File: config.mk
export PLATFORM = sky130hd
export DESIGN_NAME = universal_register_flat
export DESIGN_NICKNAME = d
export VERILOG_FILES = /design/src/rtl/universal_register_pkg.sv /design/src/rtl/universal_register_if.sv /design/src/rtl/universal_register_mod_step.sv /design/src/rtl/universal_register.sv /design/src/flat_wrapper.sv
export SDC_FILE = /design/constraint.sdc
export NUM_CORES = 1
export LEC_CHECK = 0
export CAP_MARGIN = 20
export CORE_MARGIN = 2
export CORE_UTILIZATION = 48
export DETAILED_ROUTE_END_ITERATION = 12
export GPL_TIMING_DRIVEN = 0
export MAX_ROUTING_LAYER = met4
export PLACE_DENSITY = 0.79
export SLEW_MARGIN = 20
export SYNTH_ARGS = -nofsm -noshare
export SYNTH_HDL_FRONTEND = slang
export SYNTH_SLANG_ARGS = --single-unit
File: constraint.sdc
create_clock -name clk -period 2.06 [get_ports clk]
set_input_delay 0.412 -clock clk [delete_from_list [all_inputs] [get_ports clk]]
set_output_delay 0.412 -clock clk [all_outputs]
set_load 0.05 [all_outputs]
File: src/rtl/universal_register_pkg.sv
// Shared op-code definitions for universal_register and the FSMs that drive it.
package universal_register_pkg;

  localparam int unsigned OP_WIDTH = 3;

  typedef enum logic [OP_WIDTH-1:0] {
    OP_NONE = 3'd0,
    OP_LOAD = 3'd1,
    OP_INCR = 3'd2,
    OP_DECR = 3'd3,
    OP_SHL  = 3'd4,
    OP_SHR  = 3'd5,
    OP_ROL  = 3'd6,
    OP_CLR  = 3'd7
  } op_e;

endpackage

File: src/rtl/universal_register_if.sv
// Control/data bundle between a controlling FSM (master) and universal_register (slave).
interface universal_register_if
  import universal_register_pkg::*;
#(
  parameter int unsigned WIDTH = 8
);

  logic [OP_WIDTH-1:0] ctrl;
  logic [WIDTH-1:0]    data_in;
  logic                serial_in;
  logic [WIDTH-1:0]    data_out;
  logic                serial_out;
  logic                carry;
  logic                borrow;
  logic                zero;
  logic                tc;

  modport master (
    output ctrl, data_in, serial_in,
    input  data_out, serial_out, carry, borrow, zero, tc
  );

  modport slave (
    input  ctrl, data_in, serial_in,
    output data_out, serial_out, carry, borrow, zero, tc
  );

endinterface

File: src/rtl/universal_register_mod_step.sv
// Modulo increment/decrement step with limit detection (wrap or saturate).
module universal_register_mod_step #(
  parameter int unsigned WIDTH     = 8,
  parameter int unsigned MAX_VALUE = (2**WIDTH) - 1,
  parameter bit          SATURATE  = 1'b0
) (
  input  logic [WIDTH-1:0] i_data,
  output logic [WIDTH-1:0] o_incr,
  output logic             o_carry,
  output logic [WIDTH-1:0] o_decr,
  output logic             o_borrow
);

  localparam logic [WIDTH-1:0] MAX_V = WIDTH'(MAX_VALUE);
  localparam logic [WIDTH-1:0] ONE   = WIDTH'(1);

  // Increment: any value at or above the limit counts as hitting it.
  always_comb begin
    o_incr  = i_data + ONE;
    o_carry = 1'b0;
    if (i_data >= MAX_V) begin
      o_carry = 1'b1;
      o_incr  = SATURATE ? MAX_V : '0;
    end
  end

  // Decrement: only zero is a limit event; out-of-range values (left by shifts) snap to the limit.
  always_comb begin
    o_decr   = i_data - ONE;
    o_borrow = 1'b0;
    if (i_data == '0) begin
      o_borrow = 1'b1;
      o_decr   = SATURATE ? '0 : MAX_V;
    end else if (i_data > MAX_V) begin
      o_decr = MAX_V;
    end
  end

endmodule

File: src/rtl/universal_register.sv
// WIDTH-bit register: load, modulo up/down count, shift/rotate, clear, with carry/borrow pulses.
module universal_register
  import universal_register_pkg::*;
#(
  parameter int unsigned WIDTH     = 8,
  parameter int unsigned MAX_VALUE = (2**WIDTH) - 1,
  parameter bit          SATURATE  = 1'b0
) (
  input  logic                clk,
  input  logic                async_nreset,
  universal_register_if.slave bus
);

  localparam logic [WIDTH-1:0] MAX_V = WIDTH'(MAX_VALUE);

  logic [WIDTH-1:0] r_data;
  logic             r_serial;
  logic             r_carry;
  logic             r_borrow;

  logic [WIDTH-1:0] w_data_nxt;
  logic             w_serial_nxt;
  logic             w_carry_nxt;
  logic             w_borrow_nxt;
  logic [WIDTH-1:0] w_incr;
  logic [WIDTH-1:0] w_decr;
  logic             w_step_carry;
  logic             w_step_borrow;
  op_e              w_op;

  assign w_op = op_e'(bus.ctrl);

  universal_register_mod_step #(
    .WIDTH     (WIDTH),
    .MAX_VALUE (MAX_VALUE),
    .SATURATE  (SATURATE)
  ) u_mod_step (
    .i_data   (r_data),
    .o_incr   (w_incr),
    .o_carry  (w_step_carry),
    .o_decr   (w_decr),
    .o_borrow (w_step_borrow)
  );

  // Operation mux: default holds data/serial_out and drops carry/borrow.
  always_comb begin
    w_data_nxt   = r_data;
    w_serial_nxt = r_serial;
    w_carry_nxt  = 1'b0;
    w_borrow_nxt = 1'b0;
    case (w_op)
      OP_NONE: ;
      OP_LOAD: w_data_nxt = (bus.data_in > MAX_V) ? MAX_V : bus.data_in;
      OP_INCR: begin
        w_data_nxt  = w_incr;
        w_carry_nxt = w_step_carry;
      end
      OP_DECR: begin
        w_data_nxt   = w_decr;
        w_borrow_nxt = w_step_borrow;
      end
      OP_SHL: begin
        w_data_nxt   = {r_data[WIDTH-2:0], bus.serial_in};
        w_serial_nxt = r_data[WIDTH-1];
      end
      OP_SHR: begin
        w_data_nxt   = {bus.serial_in, r_data[WIDTH-1:1]};
        w_serial_nxt = r_data[0];
      end
      OP_ROL: begin
        w_data_nxt   = {r_data[WIDTH-2:0], r_data[WIDTH-1]};
        w_serial_nxt = r_data[WIDTH-1];
      end
      OP_CLR: begin
        w_data_nxt   = '0;
        w_serial_nxt = 1'b0;
      end
      default: ;
    endcase
  end

  // State registers with asynchronous active-low clear.
  always_ff @(posedge clk or negedge async_nreset) begin
    if (!async_nreset) begin
      r_data   <= '0;
      r_serial <= 1'b0;
      r_carry  <= 1'b0;
      r_borrow <= 1'b0;
    end else begin
      r_data   <= w_data_nxt;
      r_serial <= w_serial_nxt;
      r_carry  <= w_carry_nxt;
      r_borrow <= w_borrow_nxt;
    end
  end

  assign bus.data_out   = r_data;
  assign bus.serial_out = r_serial;
  assign bus.carry      = r_carry;
  assign bus.borrow     = r_borrow;
  assign bus.zero       = (r_data == '0);
  assign bus.tc         = (r_data == MAX_V);

endmodule

File: src/flat_wrapper.sv
// flat-port wrapper written by rule: the top's interface ports become plain ports
module universal_register_flat import universal_register_pkg::*;
#(
  parameter int unsigned WIDTH     = 8,
  parameter int unsigned MAX_VALUE = (2**WIDTH) - 1,
  parameter bit          SATURATE  = 1'b0
)
  (clk, async_nreset, bus_ctrl, bus_data_in, bus_serial_in, bus_data_out, bus_serial_out, bus_carry, bus_borrow, bus_zero, bus_tc);
  universal_register_if #(.WIDTH(WIDTH)) bus_i ();
  input  logic clk;
  input  logic async_nreset;
  input wire logic [$bits(bus_i.ctrl)-1:0] bus_ctrl;
  input wire logic [$bits(bus_i.data_in)-1:0] bus_data_in;
  input wire logic [$bits(bus_i.serial_in)-1:0] bus_serial_in;
  output wire logic [$bits(bus_i.data_out)-1:0] bus_data_out;
  output wire logic [$bits(bus_i.serial_out)-1:0] bus_serial_out;
  output wire logic [$bits(bus_i.carry)-1:0] bus_carry;
  output wire logic [$bits(bus_i.borrow)-1:0] bus_borrow;
  output wire logic [$bits(bus_i.zero)-1:0] bus_zero;
  output wire logic [$bits(bus_i.tc)-1:0] bus_tc;
  assign bus_i.ctrl = bus_ctrl;
  assign bus_i.data_in = bus_data_in;
  assign bus_i.serial_in = bus_serial_in;
  assign bus_data_out = bus_i.data_out;
  assign bus_serial_out = bus_i.serial_out;
  assign bus_carry = bus_i.carry;
  assign bus_borrow = bus_i.borrow;
  assign bus_zero = bus_i.zero;
  assign bus_tc = bus_i.tc;
  universal_register #(.WIDTH(WIDTH), .MAX_VALUE(MAX_VALUE), .SATURATE(SATURATE)) u_core (.clk(clk), .async_nreset(async_nreset), .bus(bus_i));
endmodule
== Word-level counts from Yosys, hierarchy flattened ==
Index checks and enable logic that the tools add are counted.
W data, S select, Z words.
Operators by class
  add/subtract/negate cells: 2
  order comparisons: 3
  eq/ne operators: 8
  mux-type cells: 10
  reductions and logical operators: 4
Operators with widths (number)
  $pmux W8 S7: 1
  $mux W8: 4
  $gt A8 B8 Y1 const B: 2
  $eq A3 B3 Y1 const B: 4
  $add A8 B1 Y8 const B: 1
  $eq A8 B8 Y1 const B: 1
  $ge A8 B8 Y1 const B: 1
  $logic_not A8 Y1: 1
  $sub A8 B1 Y8 const B: 1
  $reduce_bool A7 Y1: 1
  $eq A3 B2 Y1 const B: 2
  $mux W1: 4
  $eq A3 B1 Y1 const B: 1
  $pmux W1 S3: 1
  $reduce_bool A3 Y1: 1
  $reduce_or A2 Y1: 1
Word-level totals
  bits in registers: 11
  input bits: 14
  output and inout bits: 13
  logic and storage cells: 31

== Logic depth before layout (Yosys ltp) ==
  depth in word-level cells: 4
  depth in mapped cells: 8
  depth with buffers taken out: 7

== Cells and area by module ==
Synthesis repeated with hierarchy kept, for this count alone.
Second synthesis, totals
  cells, all modules: 139
  area, all modules: 1188.6 um^2
By module, submodules not included
  universal_register: instances 1, cells an instance 82, area each 794.5 um^2, sequential area each 275.3 um^2
  universal_register_mod_step: instances 1, cells an instance 57, area each 394.1 um^2, sequential area each 0.0 um^2

== Least setup slack after synthesis ==
OpenSTA, ideal clock, no wires.
  path kind: flip-flop to output port
  start point: register u_core.r_data[3] (netlist: u_core.bus.data_out[3])
  end point: output port bus_zero
  arrival: 1.893 ns
  data required time: 1.648 ns
  slack: -0.245 ns
  stages on the path, launching flop included: 5
  path buffers: 1
  cell sequence: dfrtp_1 > buf_6 > or4_1 > nor3_2 > and2_1
Between the ends
  longest elaborated chain between the ends: 1
RTL lines
  start: declaration: RTL line universal_register.sv:16  | logic [WIDTH-1:0] r_data;
  start signal: assignment: RTL line universal_register.sv:90  | r_data <= w_data_nxt;
  $logic_not A8 Y1: RTL line universal_register.sv:101  | assign bus.zero = (r_data == '0);
  end: declaration: RTL line flat_wrapper.sv:19  | output wire logic [$bits(bus_i.zero)-1:0] bus_zero;
No other way between the ends.

== Worst setup path in the final report ==
  start point: register u_core.r_data[4] (netlist: u_core.bus.data_out[4])
  end point: output port bus_zero
The elaborated chain is that of the path after synthesis.

==> metrics.txt <==
# TYPE chip_impl_metric gauge
chip_impl_metric{name="rows",unit=""} 16
chip_impl_metric{name="initial_antenna_violation_count",unit=""} 0
chip_impl_metric{name="clk_pin_slew_worst_setup_hold_paths",unit="ps"} 90
chip_impl_metric{name="mappedNetlistNets",unit=""} 150
chip_impl_metric{name="routed_wl",unit="µm"} 3260
chip_impl_metric{name="clock_latency_at_the_later_pin_of_the_worst_skew_pair",unit="ps"} 280
chip_impl_metric{name="setup-violations-final",unit=""} 1
chip_impl_metric{name="cts.hold.buffers_added",unit=""} 0
chip_impl_metric{name="cts-buffers-inserted",unit=""} 3
chip_impl_metric{name="dieArea",unit="µm²"} 2530
chip_impl_metric{name="grt.total_usage",unit="%"} 28.1
chip_impl_metric{name="fmax",unit="MHz"} 467
chip_impl_metric{name="io_pins",unit=""} 27
chip_impl_metric{name="buffer_ports.inserted",unit=""} 25
chip_impl_metric{name="register_bit_total_from_synthesis",unit=""} 11
chip_impl_metric{name="design.final.nets",unit=""} 184
chip_impl_metric{name="finalHoldViolations",unit=""} 0
chip_impl_metric{name="starting_utilization_of_the_core_area",unit="%"} 51.8
chip_impl_info{name="outcome",value="complete, but fails checks"} 1
chip_impl_metric{name="layout_setup_ws",unit="ps"} -81.5
chip_impl_metric{name="synth.yosys.warnings",unit=""} 0
chip_impl_metric{name="timing_max_transition_violations_final",unit=""} 0
chip_impl_info{name="timing.critical_path.to_type",value="output pin"} 1
chip_impl_metric{name="diodes",unit=""} 0
chip_impl_metric{name="final_antenna_net_count",unit=""} 0
chip_impl_metric{name="gr-total-overflow",unit=""} 0
chip_impl_metric{name="power_density",unit="nW/µm²"} 680
chip_impl_metric{name="initialDrtViolationCount",unit=""} 71
chip_impl_metric{name="wire_per_inst",unit="µm"} 16.9
chip_impl_metric{name="y_dimension_of_the_die",unit="µm"} 50.3
chip_impl_metric{name="seq_area",unit="µm²"} 282
chip_impl_metric{name="finalPower",unit="mW"} 0.964
chip_impl_metric{name="post_route_cells_drive_above_1_share",unit="%"} 20.5
chip_impl_metric{name="cts.sinks",unit=""} 11
chip_impl_metric{name="areaGrowthSynthToFinish",unit="%"} 38.0
chip_impl_info{name="tritoncts_clock_tree",value="built"} 1
chip_impl_metric{name="drc",unit=""} 0
chip_impl_metric{name="cp_data_required_time",unit="ps"} 1650
chip_impl_metric{name="detailed_place_hpwl",unit="µm"} 2270
chip_impl_metric{name="path_max_fanout",unit=""} 3
chip_impl_metric{name="detailroute.via_count",unit=""} 1199
chip_impl_metric{name="netlist-cell-type-count",unit=""} 41
chip_impl_metric{name="grt_first_pass_wirelength",unit="µm"} 5270
chip_impl_metric{name="fill_cells",unit=""} 174
chip_impl_metric{name="power.leakage",unit="nW"} 0.595
chip_impl_info{name="unrepaired_setup_endpoints_after_global_routing",value="true"} 1
chip_impl_info{name="path_class",value="reg2out"} 1
chip_impl_metric{name="post_synth_inst_count",unit=""} 133
chip_impl_metric{name="setup_tns",unit="ps"} -81.5
chip_impl_metric{name="avgViaCountPerCell",unit=""} 6.21
chip_impl_metric{name="multi_input_comb_area",unit="µm²"} 698
chip_impl_metric{name="syn-mean-instance-area",unit="µm²"} 7.72
chip_impl_metric{name="cts-htree-levels",unit=""} 1
chip_impl_metric{name="final.setup_skew",unit="ps"} 14.2
chip_impl_metric{name="final.min_clock_period",unit="ps"} 2140
chip_impl_metric{name="cell_area_after_synthesis",unit="µm²"} 1030
chip_impl_metric{name="max_slew_margin",unit="%"} 63.9
chip_impl_info{name="violated_checks",value="negative setup slack"} 1
chip_impl_metric{name="place.gp.congestion",unit=""} 0.907
chip_impl_metric{name="grt_start_max_net_pins",unit=""} 12
chip_impl_metric{name="vdd.ir_drop.worst",unit="mV"} 0.461
chip_impl_metric{name="number_of_global_route_vias_before_repair",unit=""} 1144
chip_impl_info{name="holdCritPathClass",value="in2async"} 1
chip_impl_metric{name="cap_violations",unit=""} 0
chip_impl_metric{name="die_w",unit="µm"} 50.3
chip_impl_metric{name="slew_at_the_pin_closest_to_its_max_slew_limit",unit="ps"} 539
chip_impl_info{name="ctsRootBufferMaster",value="sky130_fd_sc_hd__clkbuf_4"} 1
chip_impl_metric{name="maximum_buffer_depth_of_the_clock_tree",unit=""} 2
chip_impl_metric{name="floorplan.core_area",unit="µm²"} 1980
chip_impl_metric{name="layout_worst_path_cycle_share",unit="%"} 104
chip_impl_metric{name="timing.critical_path.arrival",unit="ps"} 1730
chip_impl_info{name="critPathLaunchType",value="register"} 1
chip_impl_metric{name="synth_sequential_area_ratio",unit="%"} 26.8
chip_impl_metric{name="drt_pre_antenna_iters",unit=""} 5
per-layer routing:
| metal | global-route usage [%] | part of all wire (%) |
|---|---|---|
| met1 | 35.6 | 40 |
| met2 | 45.2 | 47 |
| met3 | 2.68 | 9.9 |
| met4 | 13.4 | 2.8 |
| met5 | - | 0 |
state kept, by name, indices dropped and copies added, names as in the netlist:
name                   cells
u_core.bus.serial_out      1
u_core.bus.data_out        8
u_core.bus.borrow          1
u_core.bus.carry           1
final cells by class:
type	count	share of cell area (%)
clock buffer	4	1.85
timing repair buffer	31	21.4
multi-input combinational	105	49.2
buffer	9	3.62
sequential	11	19.9
inverter	6	1.59
tap	27	2.38
Yosys cell counts, drive strengths merged:
master   number  area [µm²]
a211oi        3        22.5
a21oi        13        65.1
a221oi        1        8.76
a22o          1        8.76
a22oi         4        30.0
a31oi         3        18.8
a32oi         3        26.3
a41oi         1        8.76
and2          1        6.26
and3          1        7.51
and4          1        8.76
and4bb        1        12.5
buf           6        41.3
clkbuf        5        18.8
dfrtp        11         275
ha            3        37.5
inv           6        22.5
mux2i         5        50.1
nand2        17        63.8
nand2b        2        12.5
nand3         2        10.0
nand4         1        6.26
nor2         12        45.0
nor2b         3        18.8
nor3          3        20.0
nor3b         1        7.51
o2111ai       1        8.76
o211ai        4        30.0
o21ai         4        20.0
o21bai        1        7.51
o22ai         1        6.26
o31ai         1        7.51
o32ai         1        8.76
or4           5        41.3
xnor2         2        17.5
xor2          3        26.3
worst paths after layout:
check | from | endpoint | slack [ps] | cells after the start
min reg2reg | u_core.bus.serial_out$_DFFE_PN0P_ | u_core.bus.serial_out$_DFFE_PN0P_ | 540 | 2
max reg2reg | u_core.bus.data_out[4]$_DFFE_PN0P_ | u_core.bus.data_out[7]$_DFFE_PN0P_ | 60 | 5
min in group clk | u_core.bus.serial_out$_DFFE_PN0P_ | u_core.bus.serial_out$_DFFE_PN0P_ | 540 | 2
min | async_nreset | u_core.bus.data_out[1]$_DFFE_PN0P_ | 470 | 1
max | u_core.bus.data_out[4]$_DFFE_PN0P_ | bus_zero | -80 | 4
max in group asynchronous | async_nreset | u_core.bus.data_out[6]$_DFFE_PN0P_ | 1190 | 1
cells in the final DEF, fill, tap and decap left out, types with 5 or more instances in the layout:
| cell | synthesis | routed |
|---|---|---|
| sky130_fd_sc_hd__inv_1 | 6 | 5 |
| sky130_fd_sc_hd__dfrtp_2 | 0 | 5 |
| sky130_fd_sc_hd__mux2i_1 | 5 | 5 |
| sky130_fd_sc_hd__nand2_1 | 17 | 17 |
| sky130_fd_sc_hd__nor2_1 | 12 | 11 |
| sky130_fd_sc_hd__clkdlybuf4s50_1 | 0 | 21 |
| sky130_fd_sc_hd__a21oi_1 | 13 | 13 |
| sky130_fd_sc_hd__dfrtp_1 | 11 | 6 |
| sky130_fd_sc_hd__buf_4 | 0 | 5 |
timing repair:
item / 4_1_cts / 5_1_grt
setup endpoints to repair: 6 / 8
pin swaps: 3 / 7
setup buffers: 7 / 0
resized for setup: 19 / 10
endpoints found under the hold margin: 0 / 0
power by group:
part	switching [mW]	internal (mW)	total, mW	leakage [nW]
clock	0.0874	0.0749	0.162	0.0150
sequential	0.0457	0.248	0.294	0.132
combinational	0.305	0.203	0.508	0.449
worst max-delay path: stages (launching register included):
cell,delay (ps)
sky130_fd_sc_hd__dfrtp_2,440
sky130_fd_sc_hd__or4_4,570
sky130_fd_sc_hd__nor3_4,140
sky130_fd_sc_hd__and2_4,180
sky130_fd_sc_hd__buf_8,140
per-stage QoR:
step / util, % / area, µm² / hold slack (ps) / instances / setup WS [ps]
6_report: 71.5 / 1420 / 472 / 193 / -81.5
5_1_grt: 71.5 / 1420 / 531 / 193 / -124
4_1_cts: 70.5 / 1400 / 499 / 194 / -118
3_5_place_dp: 66.5 / 1320 / 529 / 185 / -611
3_3_place_gp: 66.5 / 1320 / 516 / 185 / -596
2_1_floorplan: - / 1030 / 116 / 133 / -10.1
logic make-up after synthesis:
| family | synth area share, % |
|---|---|
| muxes | 4.87 |
| adders and majority gates | 3.65 |
| xor gates and xnor gates | 4.26 |
| DFF | 26.8 |
| AOI/OAI and AO/OA | 27.0 |
| and+or+nand+nor | 25.3 |
| buffers and inverters | 8.04 |
Note: power is estimated with default switching activity, not from simulation.
